<file path="src/rtl/ddr_burst_port.sv">
// Bridges data-cache read/store/jump-address requests onto single DDR read or write bursts.
// One request is served at a time; the served request must drop before the next one is accepted.
module ddr_burst_port #(
    parameter int DATA_CACHE_DEPTH = 16,
    parameter int DATA_WIDTH       = 16,
    parameter int DDR_ADDR_WIDTH   = 28,
    parameter int JMP_WORDS        = 2
) (
    input  logic                      clk,
    input  logic                      rst,
    input  logic                      DATA_read_req,
    input  logic [DDR_ADDR_WIDTH-1:0] DATA_read_addr,
    input  logic                      DATA_store_req,
    input  logic [DDR_ADDR_WIDTH-1:0] DATA_write_addr,
    input  logic [DATA_WIDTH-1:0]     DATA_to_ddr,
    input  logic                      JMP_ADDR_read_req,
    output logic [DATA_WIDTH-1:0]     DATA_to_cache,
    output logic                      rd_burst_data_valid,
    output logic [9:0]                rd_cnt_data,
    output logic [DDR_ADDR_WIDTH-1:0] JMP_ADDR_to_cache,
    output logic                      jmp_addr_valid,
    output logic                      wr_data_ack,
    output logic                      ddr_rd_req,
    output logic [9:0]                ddr_rd_len,
    output logic [DDR_ADDR_WIDTH-1:0] ddr_rd_addr,
    input  logic [DATA_WIDTH-1:0]     ddr_rd_data,
    input  logic                      ddr_rd_data_valid,
    input  logic                      ddr_rd_finish,
    output logic                      ddr_wr_req,
    output logic [9:0]                ddr_wr_len,
    output logic [DDR_ADDR_WIDTH-1:0] ddr_wr_addr,
    input  logic                      ddr_wr_data_req,
    output logic [DATA_WIDTH-1:0]     ddr_wr_data,
    input  logic                      ddr_wr_finish
);

    typedef enum logic [2:0] {S_IDLE, S_WR, S_RD, S_JRD, S_DONE} state_t;
    typedef enum logic [1:0] {OP_WR, OP_RD, OP_JRD} op_t;

    localparam logic [9:0]  DATA_LEN  = 10'(DATA_CACHE_DEPTH);
    localparam logic [9:0]  JMP_LEN   = 10'(JMP_WORDS);
    localparam logic [10:0] DATA_LIM  = 11'(DATA_CACHE_DEPTH);
    localparam logic [10:0] JMP_LIM   = 11'(JMP_WORDS);

    state_t                    state_q, state_d;
    op_t                       op_q, op_d;
    logic [10:0]               word_cnt_q, word_cnt_d;
    logic [DATA_WIDTH-1:0]     data_to_cache_q, data_to_cache_d;
    logic                      rd_valid_q, rd_valid_d;
    logic [9:0]                rd_cnt_q, rd_cnt_d;
    logic [DDR_ADDR_WIDTH-1:0] jmp_addr_q, jmp_addr_d;
    logic                      jmp_valid_q, jmp_valid_d;
    logic                      ddr_rd_req_q, ddr_rd_req_d;
    logic [9:0]                ddr_rd_len_q, ddr_rd_len_d;
    logic [DDR_ADDR_WIDTH-1:0] ddr_rd_addr_q, ddr_rd_addr_d;
    logic                      ddr_wr_req_q, ddr_wr_req_d;
    logic [9:0]                ddr_wr_len_q, ddr_wr_len_d;
    logic [DDR_ADDR_WIDTH-1:0] ddr_wr_addr_q, ddr_wr_addr_d;

    // Jump words land at k*DATA_WIDTH; anything shifted past the address width falls off.
    logic [DDR_ADDR_WIDTH-1:0] jmp_word_ext;
    logic [DDR_ADDR_WIDTH-1:0] jmp_word_mask;
    logic                      served_req;

    assign jmp_word_ext  = DDR_ADDR_WIDTH'(ddr_rd_data);
    assign jmp_word_mask = DDR_ADDR_WIDTH'({DATA_WIDTH{1'b1}});

    always_comb begin
        // NOTE: every _d starts from its _q so no path through the case can infer a latch.
        state_d         = state_q;
        op_d            = op_q;
        word_cnt_d      = word_cnt_q;
        data_to_cache_d = data_to_cache_q;
        rd_valid_d      = 1'b0;
        rd_cnt_d        = rd_cnt_q;
        jmp_addr_d      = jmp_addr_q;
        jmp_valid_d     = jmp_valid_q;
        ddr_rd_req_d    = ddr_rd_req_q;
        ddr_rd_len_d    = ddr_rd_len_q;
        ddr_rd_addr_d   = ddr_rd_addr_q;
        ddr_wr_req_d    = ddr_wr_req_q;
        ddr_wr_len_d    = ddr_wr_len_q;
        ddr_wr_addr_d   = ddr_wr_addr_q;

        unique case (op_q)
            OP_WR:   served_req = DATA_store_req;
            OP_RD:   served_req = DATA_read_req;
            default: served_req = JMP_ADDR_read_req;
        endcase

        unique case (state_q)
            S_IDLE: begin
                word_cnt_d = '0;
                rd_cnt_d   = '0;
                if (DATA_store_req) begin
                    state_d       = S_WR;
                    op_d          = OP_WR;
                    ddr_wr_req_d  = 1'b1;
                    ddr_wr_len_d  = DATA_LEN;
                    ddr_wr_addr_d = DATA_write_addr;
                end else if (DATA_read_req || JMP_ADDR_read_req) begin
                    state_d       = DATA_read_req ? S_RD : S_JRD;
                    op_d          = DATA_read_req ? OP_RD : OP_JRD;
                    ddr_rd_req_d  = 1'b1;
                    ddr_rd_len_d  = DATA_read_req ? DATA_LEN : JMP_LEN;
                    ddr_rd_addr_d = DATA_read_addr;
                end
            end
            S_WR: begin
                if (ddr_wr_data_req) ddr_wr_req_d = 1'b0;
                if (ddr_wr_finish) begin
                    ddr_wr_req_d = 1'b0;
                    state_d      = S_DONE;
                end
            end
            S_RD: begin
                if (ddr_rd_data_valid) begin
                    ddr_rd_req_d = 1'b0;
                    if (word_cnt_q < DATA_LIM) begin
                        data_to_cache_d = ddr_rd_data;
                        rd_valid_d      = 1'b1;
                        rd_cnt_d        = word_cnt_q[9:0];
                        word_cnt_d      = word_cnt_q + 11'd1;
                    end
                end
                if (ddr_rd_finish) begin
                    ddr_rd_req_d = 1'b0;
                    state_d      = S_DONE;
                end
            end
            S_JRD: begin
                if (ddr_rd_data_valid) begin
                    ddr_rd_req_d = 1'b0;
                    if (word_cnt_q < JMP_LIM) begin
                        jmp_addr_d = (jmp_addr_q & ~(jmp_word_mask << (int'(word_cnt_q) * DATA_WIDTH)))
                                   | (jmp_word_ext << (int'(word_cnt_q) * DATA_WIDTH));
                        word_cnt_d = word_cnt_q + 11'd1;
                    end
                end
                if (ddr_rd_finish) begin
                    ddr_rd_req_d = 1'b0;
                    jmp_valid_d  = 1'b1;
                    state_d      = S_DONE;
                end
            end
            S_DONE: begin
                // Holding here until the served request drops keeps a level request from retriggering.
                if (!served_req) begin
                    jmp_valid_d = 1'b0;
                    state_d     = S_IDLE;
                end
            end
            default: state_d = S_IDLE;
        endcase
    end

    always_ff @(posedge clk) begin
        if (rst) begin
            state_q         <= S_IDLE;
            op_q            <= OP_WR;
            word_cnt_q      <= '0;
            data_to_cache_q <= '0;
            rd_valid_q      <= 1'b0;
            rd_cnt_q        <= '0;
            jmp_addr_q      <= '0;
            jmp_valid_q     <= 1'b0;
            ddr_rd_req_q    <= 1'b0;
            ddr_rd_len_q    <= '0;
            ddr_rd_addr_q   <= '0;
            ddr_wr_req_q    <= 1'b0;
            ddr_wr_len_q    <= '0;
            ddr_wr_addr_q   <= '0;
        end else begin
            // NOTE: state updates use non-blocking assignment so every flop samples pre-edge values.
            state_q         <= state_d;
            op_q            <= op_d;
            word_cnt_q      <= word_cnt_d;
            data_to_cache_q <= data_to_cache_d;
            rd_valid_q      <= rd_valid_d;
            rd_cnt_q        <= rd_cnt_d;
            jmp_addr_q      <= jmp_addr_d;
            jmp_valid_q     <= jmp_valid_d;
            ddr_rd_req_q    <= ddr_rd_req_d;
            ddr_rd_len_q    <= ddr_rd_len_d;
            ddr_rd_addr_q   <= ddr_rd_addr_d;
            ddr_wr_req_q    <= ddr_wr_req_d;
            ddr_wr_len_q    <= ddr_wr_len_d;
            ddr_wr_addr_q   <= ddr_wr_addr_d;
        end
    end

    assign DATA_to_cache       = data_to_cache_q;
    assign rd_burst_data_valid = rd_valid_q;
    assign rd_cnt_data         = rd_cnt_q;
    assign JMP_ADDR_to_cache   = jmp_addr_q;
    assign jmp_addr_valid      = jmp_valid_q;
    assign ddr_rd_req          = ddr_rd_req_q;
    assign ddr_rd_len          = ddr_rd_len_q;
    assign ddr_rd_addr         = ddr_rd_addr_q;
    assign ddr_wr_req          = ddr_wr_req_q;
    assign ddr_wr_len          = ddr_wr_len_q;
    assign ddr_wr_addr         = ddr_wr_addr_q;
    assign ddr_wr_data         = DATA_to_ddr;
    assign wr_data_ack         = (state_q == S_WR) && ddr_wr_data_req;

endmodule

</file>
<file path="config.mk">
export PLATFORM = sky130hd
export DESIGN_NAME = ddr_burst_port
export DESIGN_NICKNAME = d
export VERILOG_FILES = /design/src/rtl/ddr_burst_port.sv
export SDC_FILE = /design/constraint.sdc
export NUM_CORES = 1
export LEC_CHECK = 0
export ABC_AREA = 1
export BUFFER_PORTS_ARGS = -buffer_cell sky130_fd_sc_hd__buf_4
export CORE_ASPECT_RATIO = 0.9
export CORE_MARGIN = 10
export CORE_UTILIZATION = 35
export CTS_BUF_LIST = sky130_fd_sc_hd__clkbuf_8
export CTS_CLUSTER_SIZE = 14
export DETAILED_ROUTE_END_ITERATION = 12
export SYNTH_ARGS = -nofsm -noshare
export SYNTH_HDL_FRONTEND = slang
export SYNTH_SLANG_ARGS = --single-unit
</file>
<file path="constraint.sdc">
create_clock -name clk -period 3 [get_ports clk]
set_clock_uncertainty 0.1 [all_clocks]
set_input_delay 0.3 -clock clk [delete_from_list [all_inputs] [get_ports clk]]
set_output_delay 0.3 -clock clk [all_outputs]
set_load 0.005 [all_outputs]
</file>
==> results by group, run 1 <==
Status
  • Status: finished, final reports clean

Setup path
  • Crit. End Element: flip-flop
  • CP Launch Type: flip-flop
  • Worst-case reg-to-reg path depth: 8
  • Worst Path Required: 3.26 ns
  • WP data arrival: 2.35 ns
  • CP Class: reg -> reg
  • CP Max Fanout: 33
  • Crit-path slowest cell: inv_2
  • Slowest stage delay, CP: 0.43 ns
  • Cell chain of the critical path: nor2_1, nand2_2, inv_2, nand2_2, buf_4, inv_2, nand2_1, a21oi_1

Run
  • Max_cap viols: 0

GRT
  • Vias in the first global route: 4853
  • First-pass GRT wire length: 25300 um
  • Met1 usage: 0.178
  • Met2 Use GR: 0.246
  • Total track usage: 0.155
  • Met3 Use GR: 0.0680
  • Largest net degree at the start of global routing: 57
  • Initial antenna violation count: 0
  • Busiest grt layer: met2
  • Total grt overflow: 0

Yosys
  • Top cells by count, synth: nor2_1 (140), dfxtp_1 (133), nand2_1 (95)
  • Number of synthesized flops with an enable pin: 0
  • Post-synth top area cell: dfxtp_1
  • Unique masters post-synth: 27
  • Post-synthesis sequential area ratio: 0.499
  • Top-area cell type share of the netlist area: 0.499
  • Primary FF master, synth: dfxtp_1
  • Yosys Warn Count: 0
  • Asr flop ratio synth: 0
  • Synthesized flop and latch total: 133
  • Post-Syn Instances: 699
  • Syn Std Cell Area: 0.00533 sq mm
  • Most numerous cell in the Yosys netlist: nor2_1
  • Synth Area per Inst: 7.63 sq um
  • Top cells by area, synth: dfxtp_1 (50%), nor2_1 (9.9%), nand2_1 (6.7%)

Timing
  • Slew HR: 0.484
  • Worst hold slack: 0.0312 ns
  • Final Hold Fails: 0
  • Pins over their slew limit: 0
  • RSZ-0062 raised after global routing: false
  • Worst Slack Setup Final: 0.905 ns
  • Min Clock Period, post-route: 2.09 ns
  • Fmax: 477 MHz
  • Setup TNS: 0 ns
  • Tcrit/Tclk final: 0.698
  • Worst Tran Pin Value: 0.769 ns
  • Final setup fails: 0

Finish
  • Fin nets: 1001
  • Area Growth Syn to Fin: 41.0%
  • Layout cells sized above 1: 0.287
  • Final instance area: 0.00752 sq mm
  • Antenna cell count: 0
  • Final Core Density: 0.507
  • Cell Count, Final, Fillers Out: 1112

Floorplan
  • Placeable Area: 0.0148 sq mm
  • Die H: 137 um
  • Initial core utilization: 0.360
  • Rows: 42
  • Width of the die: 150 um
  • Die Footprint: 0.0206 sq mm
  • # IOs: 248

Pwr
  • Total Power: 5.35 mW
  • Power Density: 711 mW/mm^2
  • Peak VDD IR: 0.374 mV
  • LEAKAGE: 3.41 nW

CTS
  • Root buf cell: clkbuf_8
  • H-tree depth: 4
  • CTS sink count: 133
  • Clock Latency Late Sink: 0.44 ns
  • Cts bufs inserted: 17
  • CTS tree: done
  • Clk buf depth: 2
  • Clock-pin slew on the worst setup and hold paths: 0.08 ns
  • # resized after CTS: 0

Route
  • Vias per cell: 4.54
  • Final WL: 16300 um
  • DR iter-0 viols: 252
  • Avg WL per Cell: 14.7 um
  • Via count: 5050
  • Drc violations: 0
  • Antenna-violating nets left: 0
  • Drt pass-1 iters: 4

Placed design
  • Dpl cell area: 0.00675 sq mm
  • Gpl congestion: 0.755
  • Worst slack, placed: 0.910 ns
  • Placed Cells: 1045
  • HPWL after DPL: 11500 um
  • Buffers on Ports: 198

Worst hold path
  • Hold path depth: 3
  • HP Class: in -> reg
==> area by class of cell <==
type	instances	area (sq um)
Tap cell	198	248
Fill cell	1505	7300
Sequential cell	133	2660
Clock buffer	19	262
Timing Repair Buffer	241	1910
Clock inverter	11	135
Multi-Input combinational cell	467	2130
Inverter	43	161
==> metal layers <==
metal / part of all wire / vias to the layer above
met5: 0 / -
li1: - / 2613
met1: 0.42 / 2266
met2: 0.48 / 152
met4: 0.016 / 0
met3: 0.093 / 19
==> critical path: cells and delay by family, from the launching register on <==
kind | cells | cell delay (ns)
AOI/OAI and AO/OA | 1 | 0.15
DFF | 1 | 0.36
buffers and inverters | 3 | 0.81
and+or+nand+nor | 4 | 0.57
==> power breakdown <==
| part | switching [mW] | internal [mW] | leakage (nW) |
|---|---|---|---|
| clock | 0.696 | 0.847 | 0.208 |
| combinational | 0.915 | 0.682 | 2.11 |
| sequential | 0.163 | 2.04 | 1.08 |
==> flip-flops by register name, indices dropped and copies added (netlist names) <==
| name | count |
|---|---|
| ddr_wr_req | 1 |
| ddr_wr_addr | 28 |
| state_q | 3 |
| rd_cnt_data | 10 |
| ddr_rd_addr | 28 |
| JMP_ADDR_to_cache | 28 |
| ddr_wr_len | 1 |
| word_cnt_q | 11 |
| ddr_rd_req | 1 |
| jmp_addr_valid | 1 |
| op_q | 2 |
| rd_burst_data_valid | 1 |
| ddr_rd_len | 2 |
| DATA_to_cache | 16 |
==> path summary, 6_finish.rpt <==
kind	startpoint	to	slack (ns)
worst max-delay path	state_q[0]	op_q[1]	0.91
worst min-delay path	DATA_write_addr[12]	ddr_wr_addr[12]	0.03
worst max register to register	state_q[0]	op_q[1]	0.91
worst min register to register	word_cnt_q[10]	word_cnt_q[10]	0.35
==> cells by family (layout without fill, tap and decap cells) <==
family	after synthesis	in the layout	share of synthesized area
simple gates	330	330	0.274
flops	133	133	0.499
compound gates	119	119	0.112
buf+inv	115	314	0.112
fa+ha+maj	1	1	0.00235
other cells	1	17	0.000703
==> cell usage in the layout (no fill, tap or decap) <==
| cell | n |
|---|---|
| nand4_1 | 6 |
| conb_1 | 17 |
| clkinv_4 | 1 |
| nand2_1 | 95 |
| nor3b_1 | 6 |
| bufinv_16 | 3 |
| a31oi_1 | 1 |
| a21oi_1 | 65 |
| inv_2 | 11 |
| ha_1 | 1 |
| o21ai_1 | 15 |
| nand3_1 | 61 |
| inv_1 | 33 |
| clkbuf_8 | 19 |
| clkinv_2 | 5 |
| buf_12 | 1 |
| nand3b_1 | 1 |
| nor3_1 | 3 |
| o21ai_0 | 38 |
| buf_4 | 203 |
| dfxtp_1 | 133 |
| nor2_2 | 3 |
| clkinvlp_4 | 1 |
| nor2_1 | 140 |
| nor3_4 | 1 |
| nor2_4 | 6 |
| dlygate4sd3_1 | 37 |
| nor3_2 | 1 |
| nand2_2 | 4 |
| nand3_2 | 3 |
==> timing repair <==
action | CTS | global route
endpoints found under the hold margin | 37 | 0
hold buffers | 37 | 0
setup endpoints to repair | 0 | 0
buffers inserted | 0 | 0
Note: power is estimated with default switching activity, not from simulation.
==> inputs of run 2 (changes only) <==
--- a/config.mk
+++ b/config.mk
@@ -5,7 +5,7 @@
 export SDC_FILE = /design/constraint.sdc
 export NUM_CORES = 1
 export LEC_CHECK = 0
-export ABC_AREA = 1
+export ABC_AREA = 0
 export BUFFER_PORTS_ARGS = -buffer_cell sky130_fd_sc_hd__buf_4
 export CORE_ASPECT_RATIO = 0.9
 export CORE_MARGIN = 10
@@ -13,6 +13,7 @@
 export CTS_BUF_LIST = sky130_fd_sc_hd__clkbuf_8
 export CTS_CLUSTER_SIZE = 14
 export DETAILED_ROUTE_END_ITERATION = 12
+export PLACE_DENSITY = 0.65
 export SYNTH_ARGS = -nofsm -noshare
 export SYNTH_HDL_FRONTEND = slang
 export SYNTH_SLANG_ARGS = --single-unit
==> constraint.sdc (replaced) <==
create_clock -name clk -period 1.92 [get_ports clk]
set_clock_uncertainty 0.1 [all_clocks]
set_input_delay 0.192 -clock clk [delete_from_list [all_inputs] [get_ports clk]]
set_output_delay 0.192 -clock clk [all_outputs]
set_load 0.005 [all_outputs]
==> results by group, run 2 <==
Timing
  • Min Clock Period, post-route: 2.05 ns (was 2.09 ns)
  • Final Hold Fails: 0 (unchanged)
  • Final setup fails: 57 (was 0)
  • Slew HR: 0.660 (was 0.484)
  • Setup TNS: -3.98 ns (was 0 ns)
  • Worst Slack Setup Final: -0.129 ns (was 0.905 ns)
  • Worst Tran Pin Value: 0.510 ns (was 0.769 ns)
  • RSZ-0062 raised after global routing: true (was false)
  • Pins over their slew limit: 0 (unchanged)
  • Tcrit/Tclk final: 1.07 (was 0.698)
  • Fmax: 488 MHz (was 477 MHz)

Floorplan
  • Placeable Area: 0.0148 sq mm (about the same)
  • # IOs: 248 (unchanged)
  • Die Footprint: 0.0205 sq mm (was 0.0206 sq mm)
  • Initial core utilization: 0.359 (was 0.360)
  • Rows: 42 (unchanged)
  • Width of the die: 150 um (about the same)
  • Die H: 137 um (about the same)

Pwr
  • Sequential power share: 0.431 (was 0.413)
  • Net load switching power: 1.80 mW (was 1.77 mW)
  • LEAKAGE: 3.59 nW (was 3.41 nW)
  • Combinational share of power: 0.178 (was 0.299)
  • Peak VDD IR: 0.735 mV (was 0.374 mV)
  • Int Power: 5.11 mW (was 3.57 mW)
  • Power Density: 816 mW/mm^2 (was 711 mW/mm^2)
  • Clk pwr share: 0.392 (was 0.289)
  • Total Power: 6.91 mW (was 5.35 mW)
  • Sw Share: 0.261 (was 0.332)

Placed design
  • Buffers on Ports: 198 (unchanged)
  • HPWL after DPL: 11300 um (was 11500 um)
  • Placed Cells: 986 (was 1045)
  • Gpl congestion: 0.791 (was 0.755)
  • Worst slack, placed: -0.126 ns (was 0.910 ns)

Yosys
  • Synth Area per Inst: 8.52 sq um (was 7.63 sq um)
  • Most numerous cell in the Yosys netlist: nand2_1 (was nor2_1)
  • Top cells by count, synth: nand2_1 (155), dfxtp_1 (133), a21oi_1 (87) (was nor2_1 (140), dfxtp_1 (133), nand2_1 (95))
  • Unique masters post-synth: 43 (was 27)
  • Top-area cell type share of the netlist area: 0.502 (was 0.499)
  • Syn Std Cell Area: 0.00530 sq mm (was 0.00533 sq mm)
  • Post-synth top area cell: dfxtp_1 (unchanged)
  • Yosys Warn Count: 0 (unchanged)
  • Post-synthesis sequential area ratio: 0.502 (was 0.499)
  • Top cells by area, synth: dfxtp_1 (50%), nand2_1 (11%), a21oi_1 (8.2%) (was dfxtp_1 (50%), nor2_1 (9.9%), nand2_1 (6.7%))
  • Primary FF master, synth: dfxtp_1 (unchanged)
  • Post-Syn Instances: 622 (was 699)
  • Asr flop ratio synth: 0 (unchanged)
  • Number of synthesized flops with an enable pin: 0 (unchanged)
  • Synthesized flop and latch total: 133 (unchanged)

CTS
  • H-tree depth: 4 (unchanged)
  • Clock Latency Late Sink: 0.44 ns (about the same)
  • Clk buf depth: 2 (unchanged)
  • CTS sink count: 133 (unchanged)
  • Clock-pin slew on the worst setup and hold paths: 0.08 ns (about the same)
  • Cts bufs inserted: 17 (unchanged)
  • CTS tree: done (unchanged)
  • Root buf cell: clkbuf_8 (unchanged)

GRT
  • First-pass GRT wire length: 26600 um (was 25300 um)
  • Vias in the first global route: 5061 (was 4853)
  • Initial antenna violation count: 0 (unchanged)
  • Largest net degree at the start of global routing: 72 (was 57)
  • Total track usage: 0.162 (was 0.155)
  • Total grt overflow: 0 (unchanged)

Finish
  • Filler cells: 1261 (was 1505)
  • Layout cells sized above 1: 0.346 (was 0.287)
  • Cell Count, Final, Fillers Out: 1105 (was 1112)
  • Area of the multi-input gates: 0.00239 sq mm (was 0.00213 sq mm)
  • Register cell area after layout: 0.00267 sq mm (was 0.00266 sq mm)
  • Antenna cell count: 0 (unchanged)
  • Most common cell after layout, fill and taps aside: buf_4 (unchanged)
  • Area Growth Syn to Fin: 59.9% (was 41.0%)
  • Fin nets: 993 (was 1001)
  • Commonest cells after routing, fill and taps aside: buf_4 (216), nand2_1 (153), dfxtp_1 (131) (was buf_4 (203), nor2_1 (140), dfxtp_1 (133))
  • Final Core Density: 0.574 (was 0.507)

Route
  • Vias per cell: 4.66 (was 4.54)
  • Avg WL per Cell: 16.2 um (was 14.7 um)
  • Drc violations: 0 (unchanged)
  • Antenna-violating nets left: 0 (unchanged)
  • Via count: 5148 (was 5050)
  • DR iter-0 viols: 238 (was 252)
  • Final WL: 17900 um (was 16300 um)
  • Drt pass-1 iters: 5 (was 4)

Worst hold path
  • HP Class: in -> reg (unchanged)
  • Hold path depth: 4 (was 3)

Setup path
  • Worst Path Required: 2.20 ns (was 3.26 ns)
  • CP Launch Type: flip-flop (unchanged)
  • Crit. End Element: flip-flop (unchanged)
  • WP data arrival: 2.32 ns (was 2.35 ns)
  • CP Class: reg -> reg (unchanged)
  • Worst-case reg-to-reg path depth: 5 (was 8)
  • CP Max Fanout: 5 (was 33)

Status
  • Status: complete, but fails checks (was finished, final reports clean)
  • Violations in the final reports: setup timing

Run
  • Max_cap viols: 0 (unchanged)
==> run 2: changes by cell type after synthesis, sizes merged, moves of 14 or more <==
cell    previous run  this run
o21ai             53        34
nand2b             0        32
inv               43         3
a21oi             65        87
nor2             149        12
nor2b              0        14
nand3             64         3
clkbuf            15        31
nand2             99       155
mux2i              0        17
==> run 2: final cells by class <==
class / instances / share of cell area
Clock buffer: 18 / 0.0292
Clock inverter: 13 / 0.0242
Inverter: 3 / 0.00133
Multi-Input combinational cell: 427 / 0.282
Sequential cell: 133 / 0.314
Tap cell: 198 / 0.0292
Timing Repair Buffer: 313 / 0.319
==> run 2: critical path, cell delays in order (launching register included) <==
cell      delay, ns
dfxtp_1        0.31
or4b_4         0.58
buf_6          0.15
o21a_1         0.19
or4_1          0.52
a21boi_1       0.13
==> run 2: path summary, 6_finish.rpt <==
check	start	end	slack, ns
worst max-delay path	word_cnt_q[9]	word_cnt_q[3]	-0.13
worst min-delay path	ddr_wr_data_req	ddr_wr_req	0.04
worst max register to register	word_cnt_q[9]	word_cnt_q[3]	-0.13
worst min register to register	ddr_rd_addr[24]	ddr_rd_addr[24]	0.36
==> run 2: power by group through the flow <==
| stage | sequential (mW) | clock (mW) | combinational, mW |
|---|---|---|---|
| floorplan | 3.04 | 0 | 0.515 |
| global placement | 3.03 | 0 | 1.01 |
| detailed placement | 3.03 | 0 | 1.01 |
| CTS | 2.97 | 2.77 | 1.15 |
| global route | 2.99 | 2.89 | 1.34 |
| finish | 2.98 | 2.71 | 1.23 |
==> run 2: cells by family (layout without fill, tap and decap cells) <==
kind of cell | count (synthesis) | count (layout) | share of synthesized area
other | 1 | 17 | 0.000708
muxes | 18 | 18 | 0.0342
AOI/OAI and AO/OA | 133 | 133 | 0.137
adders and majority gates | 1 | 1 | 0.00236
DFF | 133 | 133 | 0.502
buffers and inverters | 79 | 347 | 0.0888
and+or+nand+nor | 257 | 258 | 0.235
==> run 2: layer usage <==
metal  track usage  up-vias  part of all wire
li1              -     2560                 -
met1         0.185     2377              0.41
met2         0.254      191              0.47
met3        0.0891       20              0.11
met4        0.0534        0             0.013
met5             0        -                 0
==> run 2: metrics by stage <==
| step | hold WS (ns) | cell area, sq um |
|---|---|---|
| floorplan | 0.228 | 5400 |
| global placement | 0.284 | 6940 |
| detailed placement | 0.284 | 6940 |
| CTS | 0.0191 | 8230 |
| global route | 0.0497 | 8470 |
| finish | 0.0449 | 8470 |
==> run 2: timing repair <==
action	4_1_cts	5_1_grt
endpoints found under the setup margin	59	71
gates cloned	0	5
endpoints found under the hold margin	109	0
buffers inserted	1	3
gates resized for setup	10	40
pin swaps	6	15
hold buffers	79	0
